--- src/rtl/mirfak_seq_divider_pkg.sv ---
// Shared constants and types for the mirfak iterative divider and its EX-stage requester.
package mirfak_seq_divider_pkg;

  localparam int DIV_W = 32;

  localparam logic [1:0] DIV_CMD_DIV  = 2'b00;
  localparam logic [1:0] DIV_CMD_DIVU = 2'b01;
  localparam logic [1:0] DIV_CMD_REM  = 2'b10;
  localparam logic [1:0] DIV_CMD_REMU = 2'b11;

  localparam int DIV_LATENCY = 33;

  localparam logic [DIV_W-1:0] DIV_INT_MIN = 32'h8000_0000;

  typedef enum logic [1:0] {
    DIV_IDLE = 2'b00,
    DIV_BUSY = 2'b01,
    DIV_DONE = 2'b10
  } div_state_e;

endpackage

--- src/rtl/mirfak_seq_divider.sv ---
// Radix-2 restoring divider for RV32M DIV/DIVU/REM/REMU, one quotient bit per cycle,
// with a single-cycle path for divide-by-zero and signed overflow.
module mirfak_seq_divider
  import mirfak_seq_divider_pkg::*;
(
  input  logic              clk_i,
  input  logic              rst_i,
  input  logic [DIV_W-1:0]  div_op1,
  input  logic [DIV_W-1:0]  div_op2,
  input  logic [1:0]        div_cmd,
  input  logic              div_enable,
  input  logic              div_abort,
  output logic [DIV_W-1:0]  div_result,
  output logic              div_ack
);

  div_state_e        state_q, state_d;
  logic [4:0]        cnt_q, cnt_d;
  logic [DIV_W-1:0]  rem_q, rem_d;
  logic [DIV_W-1:0]  quot_q, quot_d;
  logic [DIV_W-1:0]  divisor_q, divisor_d;
  logic              rem_sel_q, rem_sel_d;
  logic              q_neg_q, q_neg_d;
  logic              r_neg_q, r_neg_d;
  logic              ack_q, ack_d;
  logic [DIV_W-1:0]  result_q, result_d;

  logic              is_signed;
  logic              op1_neg;
  logic              op2_neg;
  logic [DIV_W-1:0]  abs_op1;
  logic [DIV_W-1:0]  abs_op2;
  logic              div_zero;
  logic              div_ovf;
  logic [DIV_W:0]    shifted;
  logic signed [DIV_W:0] trial;
  logic [DIV_W-1:0]  quot_nxt;
  logic [DIV_W-1:0]  rem_nxt;
  logic [DIV_W-1:0]  quot_fix;
  logic [DIV_W-1:0]  rem_fix;

  function automatic logic [DIV_W-1:0] neg32(input logic [DIV_W-1:0] v);
    return ~v + 32'd1;
  endfunction

  function automatic logic [DIV_W-1:0] cond_neg32(input logic [DIV_W-1:0] v,
                                                  input logic            neg);
    return neg ? neg32(v) : v;
  endfunction

  // Operand conditioning for the request currently presented in IDLE
  always_comb begin
    is_signed = ~div_cmd[0];
    op1_neg   = is_signed & div_op1[DIV_W-1];
    op2_neg   = is_signed & div_op2[DIV_W-1];
    abs_op1   = cond_neg32(div_op1, op1_neg);
    abs_op2   = cond_neg32(div_op2, op2_neg);
    div_zero  = (div_op2 == '0);
    div_ovf   = is_signed && (div_op1 == DIV_INT_MIN) && (div_op2 == '1);
  end

  // One restoring iteration; a negative trial means the divisor did not fit
  always_comb begin
    shifted  = {rem_q, quot_q[DIV_W-1]};
    trial    = $signed(shifted - {1'b0, divisor_q});
    quot_nxt = {quot_q[DIV_W-2:0], ~trial[DIV_W]};
    rem_nxt  = trial[DIV_W] ? shifted[DIV_W-1:0] : trial[DIV_W-1:0];
    quot_fix = cond_neg32(quot_nxt, q_neg_q);
    rem_fix  = cond_neg32(rem_nxt, r_neg_q);
  end

  always_comb begin
    state_d   = state_q;
    cnt_d     = cnt_q;
    rem_d     = rem_q;
    quot_d    = quot_q;
    divisor_d = divisor_q;
    rem_sel_d = rem_sel_q;
    q_neg_d   = q_neg_q;
    r_neg_d   = r_neg_q;
    ack_d     = 1'b0;
    result_d  = result_q;

    case (state_q)
      DIV_IDLE: begin
        if (div_enable && !div_abort) begin
          rem_sel_d = div_cmd[1];
          q_neg_d   = op1_neg ^ op2_neg;
          r_neg_d   = op1_neg;
          divisor_d = abs_op2;
          if (div_zero) begin
            quot_d   = '1;
            rem_d    = div_op1;
            result_d = div_cmd[1] ? div_op1 : '1;
            ack_d    = 1'b1;
            state_d  = DIV_DONE;
          end else if (div_ovf) begin
            quot_d   = DIV_INT_MIN;
            rem_d    = '0;
            result_d = div_cmd[1] ? '0 : DIV_INT_MIN;
            ack_d    = 1'b1;
            state_d  = DIV_DONE;
          end else begin
            quot_d  = abs_op1;
            rem_d   = '0;
            cnt_d   = 5'd31;
            state_d = DIV_BUSY;
          end
        end
      end

      DIV_BUSY: begin
        // A dropped request is a flush as far as the divider is concerned
        if (div_abort || !div_enable) begin
          cnt_d   = '0;
          state_d = DIV_IDLE;
        end else begin
          cnt_d = cnt_q - 5'd1;
          if (cnt_q == 5'd0) begin
            quot_d   = quot_fix;
            rem_d    = rem_fix;
            result_d = rem_sel_q ? rem_fix : quot_fix;
            ack_d    = 1'b1;
            state_d  = DIV_DONE;
          end else begin
            quot_d = quot_nxt;
            rem_d  = rem_nxt;
          end
        end
      end

      DIV_DONE: begin
        state_d = DIV_IDLE;
      end

      default: begin
        state_d = DIV_IDLE;
      end
    endcase
  end

  always_ff @(posedge clk_i or posedge rst_i) begin
    if (rst_i) begin
      state_q   <= DIV_IDLE;
      cnt_q     <= '0;
      rem_q     <= '0;
      quot_q    <= '0;
      divisor_q <= '0;
      rem_sel_q <= 1'b0;
      q_neg_q   <= 1'b0;
      r_neg_q   <= 1'b0;
      ack_q     <= 1'b0;
      result_q  <= '0;
    end else begin
      state_q   <= state_d;
      cnt_q     <= cnt_d;
      rem_q     <= rem_d;
      quot_q    <= quot_d;
      divisor_q <= divisor_d;
      rem_sel_q <= rem_sel_d;
      q_neg_q   <= q_neg_d;
      r_neg_q   <= r_neg_d;
      ack_q     <= ack_d;
      result_q  <= result_d;
    end
  end

  assign div_ack    = ack_q;
  assign div_result = result_q;

endmodule

--- config.mk ---
export PLATFORM = sky130hd
export DESIGN_NAME = mirfak_seq_divider
export DESIGN_NICKNAME = d
export VERILOG_FILES = /design/src/rtl/mirfak_seq_divider_pkg.sv /design/src/rtl/mirfak_seq_divider.sv
export SDC_FILE = /design/constraint.sdc
export NUM_CORES = 1
export LEC_CHECK = 0
export CAP_MARGIN = 10
export CORE_ASPECT_RATIO = 0.6
export CORE_MARGIN = 5
export CORE_UTILIZATION = 30
export CTS_CLUSTER_DIAMETER = 150
export DETAILED_ROUTE_END_ITERATION = 8
export PLACE_DENSITY_LB_ADDON = 0.25
export SYNTH_ARGS = -nofsm -noshare
export SYNTH_HDL_FRONTEND = slang
export SYNTH_SLANG_ARGS = --single-unit
--- constraint.sdc ---
create_clock -name clk_i -period 7.15 [get_ports clk_i]
set_input_delay 1.0725 -clock clk_i [delete_from_list [all_inputs] [get_ports clk_i]]
set_output_delay 1.0725 -clock clk_i [all_outputs]
set_load 0.02 [all_outputs]
-- Yosys cells after proc, flatten, opt, wreduce, memory -nomap -nowiden
Cells that the tools add are included.
- register bits: 139
- bits of input ports: 70
- output and inout bits: 33
- word-level logic and storage cells: 92
- $add $sub $neg: 6
- eq/ne operators: 10
- multiplexer cells: 42
- bitwise operators: 9
- reduce and logical (&&, ||, !) cells: 15
- operator list (operator ; number):
    32-bit two-way mux ; 22
    32-bit one-hot mux with 2 select lines ; 3
    32-bit by 1-bit adder with 32-bit output, second input constant ; 4
    32-bit inverter ; 4
    32-bit equality test, second input constant ; 2
    33-bit by 32-bit subtractor with 33-bit output ; 1
    32-bit zero test ; 1
    5-bit two-way mux ; 4
    2-bit two-way mux ; 5
    2-bit != test, second input constant ; 5
    5-bit one-hot mux with 2 select lines ; 1
    3-bit != test, second input constant ; 2
    5-bit zero test ; 1
    1-bit two-way mux ; 5
    5-bit AND reduction ; 1
    5-bit by 1-bit subtractor with 5-bit output, second input constant ; 1
    2-bit one-hot mux with 2 select lines ; 1
    2-bit AND reduction ; 2
    4-bit AND reduction ; 1
    1-bit logical AND ; 3
    3-bit AND reduction ; 1
    1-bit bitwise AND ; 2
    2-bit by 1-bit equality test with 1-bit output, second input constant ; 1
    1-bit zero test ; 2
    6 further kinds ; 7

-- Longest topological paths before layout
- depth after elaboration: 9
- depth in mapped cells: 26
- depth with buffers taken out: 23

-- Worst setup path before layout
No wires, ideal clock.
- path type: register to register
- start point: register quot_q[31]
- end point: register rem_q[16]
- setup time: 0.082 ns
- arrival: 5.636 ns
- required time: 7.068 ns
- slack: 1.432 ns
- stages on the path, launching flop included: 27
- path buffers: 4
- cell sequence: dfrtp_1 > inv_1 > ha_1 > inv_1 > fa_1 > a211oi_2 > o31a_2 > a2111oi_4 > o2111a_2 > nor3_2 > nor2_2 > inv_2 > buf_2 > buf_2 > buf_2 > nor2_1 > a21oi_1 > ha_1 > nand3_1 > or3_1 > a2111oi_4 > a2bb2o_4 > buf_6 > or2_4 > and3_1 > or3_1 > a31oi_1
- cells in the longest elaborated chain, start to end: 8
- RTL lines (element ; RTL line ; source):
    start, declared ; mirfak_seq_divider.sv:20 ; logic [DIV_W-1:0] quot_q, quot_d;
    start signal, assigned ; mirfak_seq_divider.sv:158 ; quot_q <= quot_d;
    33-bit by 32-bit subtractor with 33-bit output ; mirfak_seq_divider.sv:65 ; trial = $signed(shifted - {1'b0, divisor_q});
    32-bit two-way mux (*) ; mirfak_seq_divider.sv:67 ; rem_nxt = trial[DIV_W] ? shifted[DIV_W-1:0] : trial[DIV_W-1:0];
    32-bit inverter ; mirfak_seq_divider.sv:43 ; return ~v + 32'd1;
    32-bit by 1-bit adder with 32-bit output ; mirfak_seq_divider.sv:43 ;
    32-bit two-way mux ; mirfak_seq_divider.sv:48 ; return neg ? neg32(v) : v;
    32-bit two-way mux (*) ; mirfak_seq_divider.sv:119 ; if (cnt_q == 5'd0) begin
    32-bit two-way mux (*) ; mirfak_seq_divider.sv:114 ; if (div_abort || !div_enable) begin
    32-bit one-hot mux with 2 select lines (*) ; mirfak_seq_divider.sv:84 ; case (state_q)
    end signal, assigned ; mirfak_seq_divider.sv:157 ; rem_q <= rem_d;
    end, declared ; mirfak_seq_divider.sv:19 ; logic [DIV_W-1:0] rem_q, rem_d;
Every way passes the cells marked *; elsewhere a longest branch is shown, timed or not. The select of a mux whose other input is x is not followed.
A chain may end at the register's enable or synchronous reset.

-- Final worst setup path
Ends and elaborated chain as after synthesis.

==> results.toml <==
[min_path]
min_path_type = "reg -> reg"

[power_and_ir_drop]
power.ir.vdd_worst_v = 0.000147
powerDensity_nw_per_um2 = 310
total_leakage_power_nw = 5.83

[global_routing]
number_of_global_route_vias_before_repair = 13100
initial_antenna_violation_count = 0
pin_count_of_the_biggest_net_entering_global_routing = 82
globalRouteTotalUtil_pct = 22.2
grt_first_pass_wirelength_mm = 84.3
grt_overflow = 0

[floorplanning]
die-width_um = 283
row_count = 60
io-pin-count = 103
core_um2 = 44400
initial_core_util_pct = 30.1
die_height_um = 174
floorplan.die_area_um2 = 49100

[critical_path]
crit_fanout = 35
arrival_time_of_the_worst_setup_path_ns = 6.46
startpoint_type = "flop"
worst_path_largest_cell_delay_ns = 0.44
worst_ep_required_time_ns = 7.53
critical_path_slowest_stage_cell = "a2111oi_4"
worstSetupEndpointType = "flop"
worst-setup-path-type = "reg -> reg"
worstPathCellList = "inv_1 -> ha_1 -> inv_1 -> fa_1 -> a211oi_2 -> o31a_2 -> a2111oi_4 -> o2111a_2 -> o21a_2 -> nor2_4 -> inv_2 -> buf_4 -> a21oi_1 -> ha_1 -> nand3_1 -> or3_1 -> a2111oi_4 -> a2bb2o_4 -> or2_4 -> and3_1 -> or3_1 -> a31oi_1"

[route]
via_count = 14200
postRouteWirelength_mm = 55.9
drt-pass1-iter-count = 6
detailed_route_wire_length_per_cell_um = 23.2
initialDrtViolationCount = 1978
route.antenna.remaining_nets = 0
post-route-drc-count = 0
post_drt_via_cell_ratio = 5.87

[logic_synthesis]
post-synth-top-count-cell = "nand2_1"
netlist-cell-type-count = 96
synthFlopType = "dfrtp_1"
synth-seq-area-share_pct = 26.0
postSynthNetCount = 1880
postSynthAreaPerCell_um2 = 7.57
async_set_or_reset_flop_fraction_in_the_synthesized_netlist_pct = 100
synth_common_cells = "nand2_1 (207), o21ai_0 (190), a21oi_1 (159)"
synth_largest_area_cell = "dfrtp_1"
netlist_area_um2 = 13400
synth_seq_cells = 139
syn_inst = 1770
count_of_warnings_emitted_by_yosys = 0
synth_area_leaders = "dfrtp_1 (26%), o21ai_0 (7.1%), a21oi_1 (5.9%)"
yosys.area.top_type_share_pct = 26.0
synth-edff-count = 0

[final_layout]
final_cells = 2414
num-nets-final = 1923
syn2layout_area_growth_pct = 16.3
drive_above_1_share_pct = 6.30
fill_cells = 4707
diodes = 0

[sta]
setup_repair_after_global_routing_missed_its_margin = "no"
time_the_worst_path_needs_with_i_o_delays_and_setup_ns = 6.08
fmax_ghz = 0.164
period_share_pct = 85.0
worst_pin_slew_ns = 1.20
report.final.setup_viol = 0
hold_violations = 0
totalNegativeSetupSlack_ns = 0
report.final.slew_viol_count = 0
slew_headroom_pct = 19.7
clock-skew-final_ns = 0.0113

[placed_design]
dpl.hpwl_mm = 42.7
io_buffer_count = 102
gp_routability_congestion = 0.979
dpl.cell_count = 2383

[clock_tree]
ctsHoldBuffers = 0
post-cts-setup-buffers = 0
worstSkewPairLatency_ns = 0.46
cts_buffer_depth = 2
cts.repair.resized = 0
cts_buffers = 17
cts.clk_slew.worst_paths_ns = 0.07
cts_num_sinks = 139
clockRootBuffer = "clkbuf_16"
cts_tree = "done"
htree_num_levels = 4

[job]
drv_cap = 0

[status]
run_status = "finished clean"
registers in the layout (all words and copies together) (netlist names), 2 cells and up:
signal,cells
div_result,32
divisor_q,32
quot_q,32
rem_q,32
cnt_q,5
state_q,2
kinds of logic (layout without fill, tap and decap cells):
| kind of cell | count (synthesis) | count (layout) | synth area share, % |
|---|---|---|---|
| compound gates | 611 | 611 | 29.2 |
| simple gates | 603 | 603 | 22.0 |
| xor+xnor | 172 | 172 | 11.2 |
| buf+inv | 168 | 223 | 4.97 |
| flops | 139 | 139 | 26.0 |
| fa+ha+maj | 40 | 40 | 3.79 |
| mux | 37 | 37 | 2.82 |
power by group:
part	leakage [nW]	total (mW)	internal, mW	switching [mW]
clock	0.278	0.964	0.548	0.416
combinational	3.82	2.72	0.987	1.74
sequential	1.73	1.14	0.943	0.195
path summary, 6_finish.rpt:
| path | start | cells past startpoint | end | slack, ns |
|---|---|---|---|---|
| min in group asynchronous | rst_i | 2 | divisor_q[29]$_DFFE_PP0P_ | 1.18 |
| setup / recovery | quot_q[31]$_DFFE_PP0P_ | 22 | rem_q[16]$_DFFE_PP0P_ | 1.07 |
| max in group asynchronous | rst_i | 3 | quot_q[4]$_DFFE_PP0P_ | 4.56 |
| hold reg to reg | divisor_q[22]$_DFFE_PP0P_ | 2 | divisor_q[22]$_DFFE_PP0P_ | 0.48 |
| hold / removal | divisor_q[22]$_DFFE_PP0P_ | 2 | divisor_q[22]$_DFFE_PP0P_ | 0.48 |
| setup reg to reg | quot_q[31]$_DFFE_PP0P_ | 22 | rem_q[16]$_DFFE_PP0P_ | 1.07 |
metal layers:
metal / share of wire, % / GRT usage (%)
met1: 48 / 34.7
met2: 39 / 29.8
met3: 11 / 6.84
met4: 1.6 / 4.24
met5: 0 / 0
area by class of cell:
| cell class | instances | area (µm²) | area share (%) |
|---|---|---|---|
| clock inverters | 14 | 173 | 1.11 |
| multi-input cells | 1463 | 9290 | 59.7 |
| clock buffers | 17 | 425 | 2.73 |
| well taps | 589 | 737 | 4.73 |
| flip-flops and latches | 139 | 3480 | 22.3 |
| repair buffers | 130 | 1230 | 7.91 |
| inverters | 62 | 238 | 1.53 |
worst max-delay path: cells and delay by family, from the launching register on:
kind                     cells  cell delay (ns)
AND/OR/NAND/NOR              6             1.59
flip-flops                   1             0.41
adder cells (fa/ha/maj)      3             0.90
AO/OA/AOI/OAI                9             2.60
buffers and inverters        4             0.48
stage by stage:
step	util (%)	setup slack [ns]	power (mW)	hold WS (ns)	cell area (µm²)
2_1_floorplan	-	1.43	2.96	0.450	13400
3_3_place_gp	33.7	1.28	3.78	0.472	15000
3_5_place_dp	33.7	1.22	3.80	0.473	15000
4_1_cts	35.0	1.17	4.77	0.487	15600
5_1_grt	35.0	0.620	5.12	0.504	15600
6_report	35.0	1.07	4.83	0.479	15600
placed cells by master, fill, tap and decap left out, types with 32 or more instances in the layout:
cell type	instances
nor2_1	140
xor2_1	88
inv_1	59
nand2_1	207
ha_1	39
a31oi_1	39
clkdlybuf4s50_1	102
nand3_1	32
dfrtp_1	139
a21oi_1	159
nor3_1	41
o21ai_0	190
xnor2_1	84
(Power assumes the default switching activity.)
==> RTL edit 1 (config.mk and constraints unchanged) <==
The package constant `DIV_W` goes from 32 to 48.
--- a/src/rtl/mirfak_seq_divider_pkg.sv
+++ b/src/rtl/mirfak_seq_divider_pkg.sv
@@ -1,7 +1,7 @@
 // Shared constants and types for the mirfak iterative divider and its EX-stage requester.
 package mirfak_seq_divider_pkg;
 
-  localparam int DIV_W = 32;
+  localparam int DIV_W = 48;
 
   localparam logic [1:0] DIV_CMD_DIV  = 2'b00;
   localparam logic [1:0] DIV_CMD_DIVU = 2'b01;
Interface: changed (resized div_op1, div_op2 and div_result); port bits go from 103 to 151. The function was not compared with the original's and may differ.
==> RTL edit 1 against the unedited design <==
  * Total power grew 63%
  * Largest cell class unchanged
  * Final area increased by 49%
  * Critical path type unchanged
  * Die area rose by 48%
  * Wire length is 61% higher
  * Setup slack lost 0.51 ns
  * Via count grew 54%
  * Highest routed layer is now met5
  * Sequential cell count up 64
  * Clock power is 31% higher
  * Synthesized cell count rose by 52%
  * Synthesized area grew 51%
==> RTL edit 1: results <==
[run_status]
outcome = "complete, no violations"

[global_routing]
antenna_found_initial = 5
grt_max_degree = 96
grt_pass1_vias = 21160
grt_first_pass_wirelength_microns = 134300
grt_usage_pct = 24.04

[placed_design]
placedCellCount = 3616
pre_cts_ws_ns = 0.7304
gp_routability_congestion = 0.9712
detailed_place.area_sq_mm = 0.02251
place_hpwl_microns = 69890
numPortBuffers = 150

[synthesis]
muxShareOfSynthArea_pct = 2.189
netlist_instances = 2699
synth.yosys.seq_area_share_pct = 25.18
synth_async_sr_flop_share_pct = 100.0
synth.distinct_cells = 100
post_synth_fa_ha_maj_area_fraction_pct = 3.510
area_fraction_in_compound_gates_after_synthesis_pct = 29.07
synthesis.yosys.warnings = 0
post_synth_main_area_contributors = "sky130_fd_sc_hd__dfrtp_1 (25%), sky130_fd_sc_hd__o21ai_0 (6.3%), sky130_fd_sc_hd__xnor2_1 (6.2%)"
xor_xnor_portion_of_the_synthesized_cell_area_pct = 11.90
synth_commonest_cells = "sky130_fd_sc_hd__nand2_1 (313), sky130_fd_sc_hd__nor2_1 (268), sky130_fd_sc_hd__o21ai_0 (252)"
ys.flop_type = "sky130_fd_sc_hd__dfrtp_1"

[drt]
drt-vias-per-instance = 5.956
detail_route.wirelength_microns = 90060
drt-initial-drc-count = 2424

[timing]
report.final.slew_viol_count = 0
fin_skew_ns = 0.01499
worst_hold_slack_ns = 0.4819
timing.max_slew.rel_slack_pct = 14.36

[clocking]
cts_h_tree_depth = 1
worstSkewPairLatency_ns = 0.57
cts_made_buffers = 23
cts.root.buffer_cell = "sky130_fd_sc_hd__clkbuf_16"
cts-root-to-sink-buffers = 3
cts_resized = 0

[power_and_ir_drop]
peakVddDrop_uv = 155.1
p_leak_nw = 8.663

[setup_path]
critical_path.max_fanout = 22
path_delay_family = "simple AND/OR/NAND/NOR gates"
timing.critical_path.slowest_stage_cell = "sky130_fd_sc_hd__a211oi_2"
timing.critical_path.from = "rem_q[36]"
ff2ff_path_depth = 20
critical_path.max_stage_delay_ns = 0.73
crit_arrival_ns = 7.07

[hold_path]
min_from = "divisor_q[17]"
hold_depth = 2

[final_layout]
fillcell_total = 7072
net_count_reported_at_finish = 2899
drive_gt1_share_pct = 5.519
final_cells = 3654
==> RTL edit 1: cell types whose count changed after synthesis, sizes merged, moves of 33 or more <==
cell,unedited run,this run
xor2,88,132
xnor2,84,142
buf,22,57
nand2,207,313
o21ai,201,264
nor2,146,271
clkbuf,84,131
a21oi,159,192
dfrtp,139,203
==> RTL edit 1: kinds of logic (layout without fill, tap and decap cells) <==
logic type,Yosys count,in the layout
and+or+nand+nor,958,958
AOI/OAI and AO/OA,886,886
buffers and inverters,278,333
xor gates and xnor gates,274,274
DFF,203,203
adders and majority gates,56,56
muxes,44,44
==> RTL edit 1: area by class of cell <==
class / count / area, sq um / area share (%)
tap: 900 / 1126 / 4.845
sequential: 203 / 5080 / 21.86
clock inverter: 7 / 87.58 / 0.3769
multi-input combinational: 2218 / 14020 / 60.31
inverter: 90 / 345.3 / 1.486
clock buffer: 31 / 645.6 / 2.778
timing repair buffer: 205 / 1939 / 8.345
==> RTL edit 1: routing by layer <==
layer	track usage (%)	part of all wire (%)	up-vias	wire (microns)
li1	-	-	9941	-
met1	36.00	47	10670	42490
met2	33.38	39	1008	35360
met3	6.742	10	137	9251
met4	6.796	3.3	4	2945
met5	0	0.027	-	24
==> RTL edit 1: worst paths after layout <==
path	end	slack [ns]
setup reg to reg	div_result[32]	0.56
max in group asynchronous	rem_q[15]	4.74
hold reg to reg	divisor_q[17]	0.48
setup / recovery	div_result[32]	0.56
hold / removal	divisor_q[17]	0.48
min in group asynchronous	cnt_q[0]	1.07
==> RTL edit 1: report_power, final <==
part	switching, mW	total, mW	internal (mW)
registers	0.300	1.65	1.35
clock network	0.557	1.26	0.700
logic	3.24	4.97	1.72
==> RTL edit 2 (config.mk and constraints unchanged) <==
Without the edit above. Take the reset off `result_q` and load it in a clocked block of its own.
--- a/src/rtl/mirfak_seq_divider.sv
+++ b/src/rtl/mirfak_seq_divider.sv
@@ -150,7 +150,6 @@
       q_neg_q   <= 1'b0;
       r_neg_q   <= 1'b0;
       ack_q     <= 1'b0;
-      result_q  <= '0;
     end else begin
       state_q   <= state_d;
       cnt_q     <= cnt_d;
@@ -161,8 +160,11 @@
       q_neg_q   <= q_neg_d;
       r_neg_q   <= r_neg_d;
       ack_q     <= ack_d;
-      result_q  <= result_d;
     end
+  end
+
+  always_ff @(posedge clk_i) begin
+    result_q <= result_d;
   end
 
   assign div_ack    = ack_q;
Behaviour: not the same (a bounded check fails within 4 cycles, from zero or initial values and one cycle with rst_i high).
==> RTL edit 2 against the unedited design <==
  * Non-clock buffer count up 2
  * Global-route usage fell by 1.9 points
  * Wire length decreased by 12%
  * Final area shrank 2.7%
  * Total power is 4.4% lower
  * Synthesized area down 3.3%
  * Critical endpoint is now div_result[20]
  * Highest routed layer unchanged
  * Setup slack got worse by 0.37 ns
  * Combinational power is 6% lower
  * Cell count is 4.7% lower
  * Sequential cell count did not move
==> RTL edit 2: results <==
[synthesis]
synth_commonest_cells = "sky130_fd_sc_hd__o21ai_0 (181), sky130_fd_sc_hd__nand2_1 (169), sky130_fd_sc_hd__nor2_1 (148)"
share_of_the_synthesized_area_in_the_top_cell_type_pct = 20.68
post_synth_main_area_contributors = "sky130_fd_sc_hd__dfrtp_1 (21%), sky130_fd_sc_hd__edfxtp_1 (7.4%), sky130_fd_sc_hd__xor2_1 (7.0%)"
ys.flop_type = "sky130_fd_sc_hd__dfrtp_1"
synth.yosys.seq_area_share_pct = 28.10
synth_async_sr_flop_share_pct = 76.98
synth.distinct_cells = 90
synth_edf_count = 32
synthesis.yosys.warnings = 0

[final_layout]
antenna_cells_inserted = 0
drive_gt1_share_pct = 7.031
net_count_reported_at_finish = 1818
fillcell_total = 4540

[setup_path]
worstSetupStartpointType = "flip-flop"
critical_path.reg2reg.startpoint = "quot_q[31]"
timing.critical_path.slowest_stage_cell = "sky130_fd_sc_hd__a2111oi_0"
critical_path.max_stage_delay_ns = 0.68
path_delay_family = "compound AO/OA/AOI/OAI gates"
critical_path.max_fanout = 16
worst-r2r-setup-slack_ns = 0.70
timing.rr.end = "div_result[20]"
ff2ff_path_depth = 20
crit_arrival_ns = 6.62

[global_routing]
grt_usage_pct = 20.32
grt_first_pass_wirelength_microns = 75740
grt_max_degree = 59
antenna_found_initial = 0

[clocking]
worst_setup_hold_path_clk_slew_ns = 0.06
post_cts.repair.setup_buffers = 0
worstSkewPairLatency_ns = 0.45
cts_resized = 0

[drt]
drt-initial-drc-count = 1351
vias = 13220
drt-wirelength-per-cell_microns = 21.30

[placed_design]
detailed_place.area_sq_mm = 0.01453
numPortBuffers = 102
place_hpwl_microns = 37140
gp_routability_congestion = 0.9213

[timing]
timing.max_slew.rel_slack_pct = 31.87
fin_skew_ns = 0.01244

[hold_path]
hold_path_end = "divisor_q[21]"
min_from = "divisor_q[21]"

[run_status]
outcome = "complete, no violations"

[power_and_ir_drop]
power.density_cell_area_mw_per_mm2 = 304.7
peakVddDrop_uv = 155.5
netSwitchingFraction_pct = 46.42
pg_clk_uw = 976
p_leak_nw = 5.673
comb_power_share_pct = 55.3
RTL edit 2: kinds of logic after synthesis:
logic type / after synthesis / share of synthesized area (%)
compound gates: 556 / 27.42
flops: 139 / 28.10
simple gates: 546 / 20.41
buf+inv: 166 / 5.101
fa+ha+maj: 40 / 3.923
xor+xnor: 195 / 13.19
mux: 23 / 1.865
RTL edit 2: worst max path at each step:
stage,cells after the start,end,slack (ns)
after floorplan,21,div_result[30],1.45
after global placement,20,div_result[20],1.18
after detailed placement,20,div_result[20],0.88
after CTS,20,div_result[20],0.86
after global routing,20,div_result[20],0.24
final,20,div_result[20],0.70
RTL edit 2: cell type report:
class,count,area share (%)
Inverter,58,1.454
Clock inverter,12,1.157
Clock buffer,20,2.883
Timing Repair Buffer,132,8.228
Tap cell,579,4.783
Multi-Input combinational cell,1360,57.47
Sequential cell,139,24.02
RTL edit 2: per-layer routing:
metal | global-route usage [%] | up-vias | wire [microns]
met5 | 0 | - | 0
met4 | 4.253 | 0 | 711
met3 | 3.873 | 44 | 3936
met2 | 30.56 | 525 | 20870
met1 | 30.33 | 6507 | 23460
li1 | - | 6148 | -
RTL edit 2: worst register-to-register path: cells and delay by family, from the launching register on:
kind,cells,cell delay (ns)
compound gates,10,3.23
simple gates,4,1.28
fa+ha+maj,3,0.95
flops,1,0.39
buf+inv,3,0.32
RTL edit 2: through the flow:
stage | utilization, % | instances | hold slack [ns] | setup WS [ns]
after floorplan | - | 1665 | 0.4498 | 1.447
after global placement | 33.83 | 2268 | 0.4705 | 1.177
after detailed placement | 33.83 | 2268 | 0.4741 | 0.8838
after CTS | 35.25 | 2300 | 0.4882 | 0.8618
after global routing | 35.25 | 2300 | 0.5128 | 0.2390
final | 35.25 | 2300 | 0.4816 | 0.7037
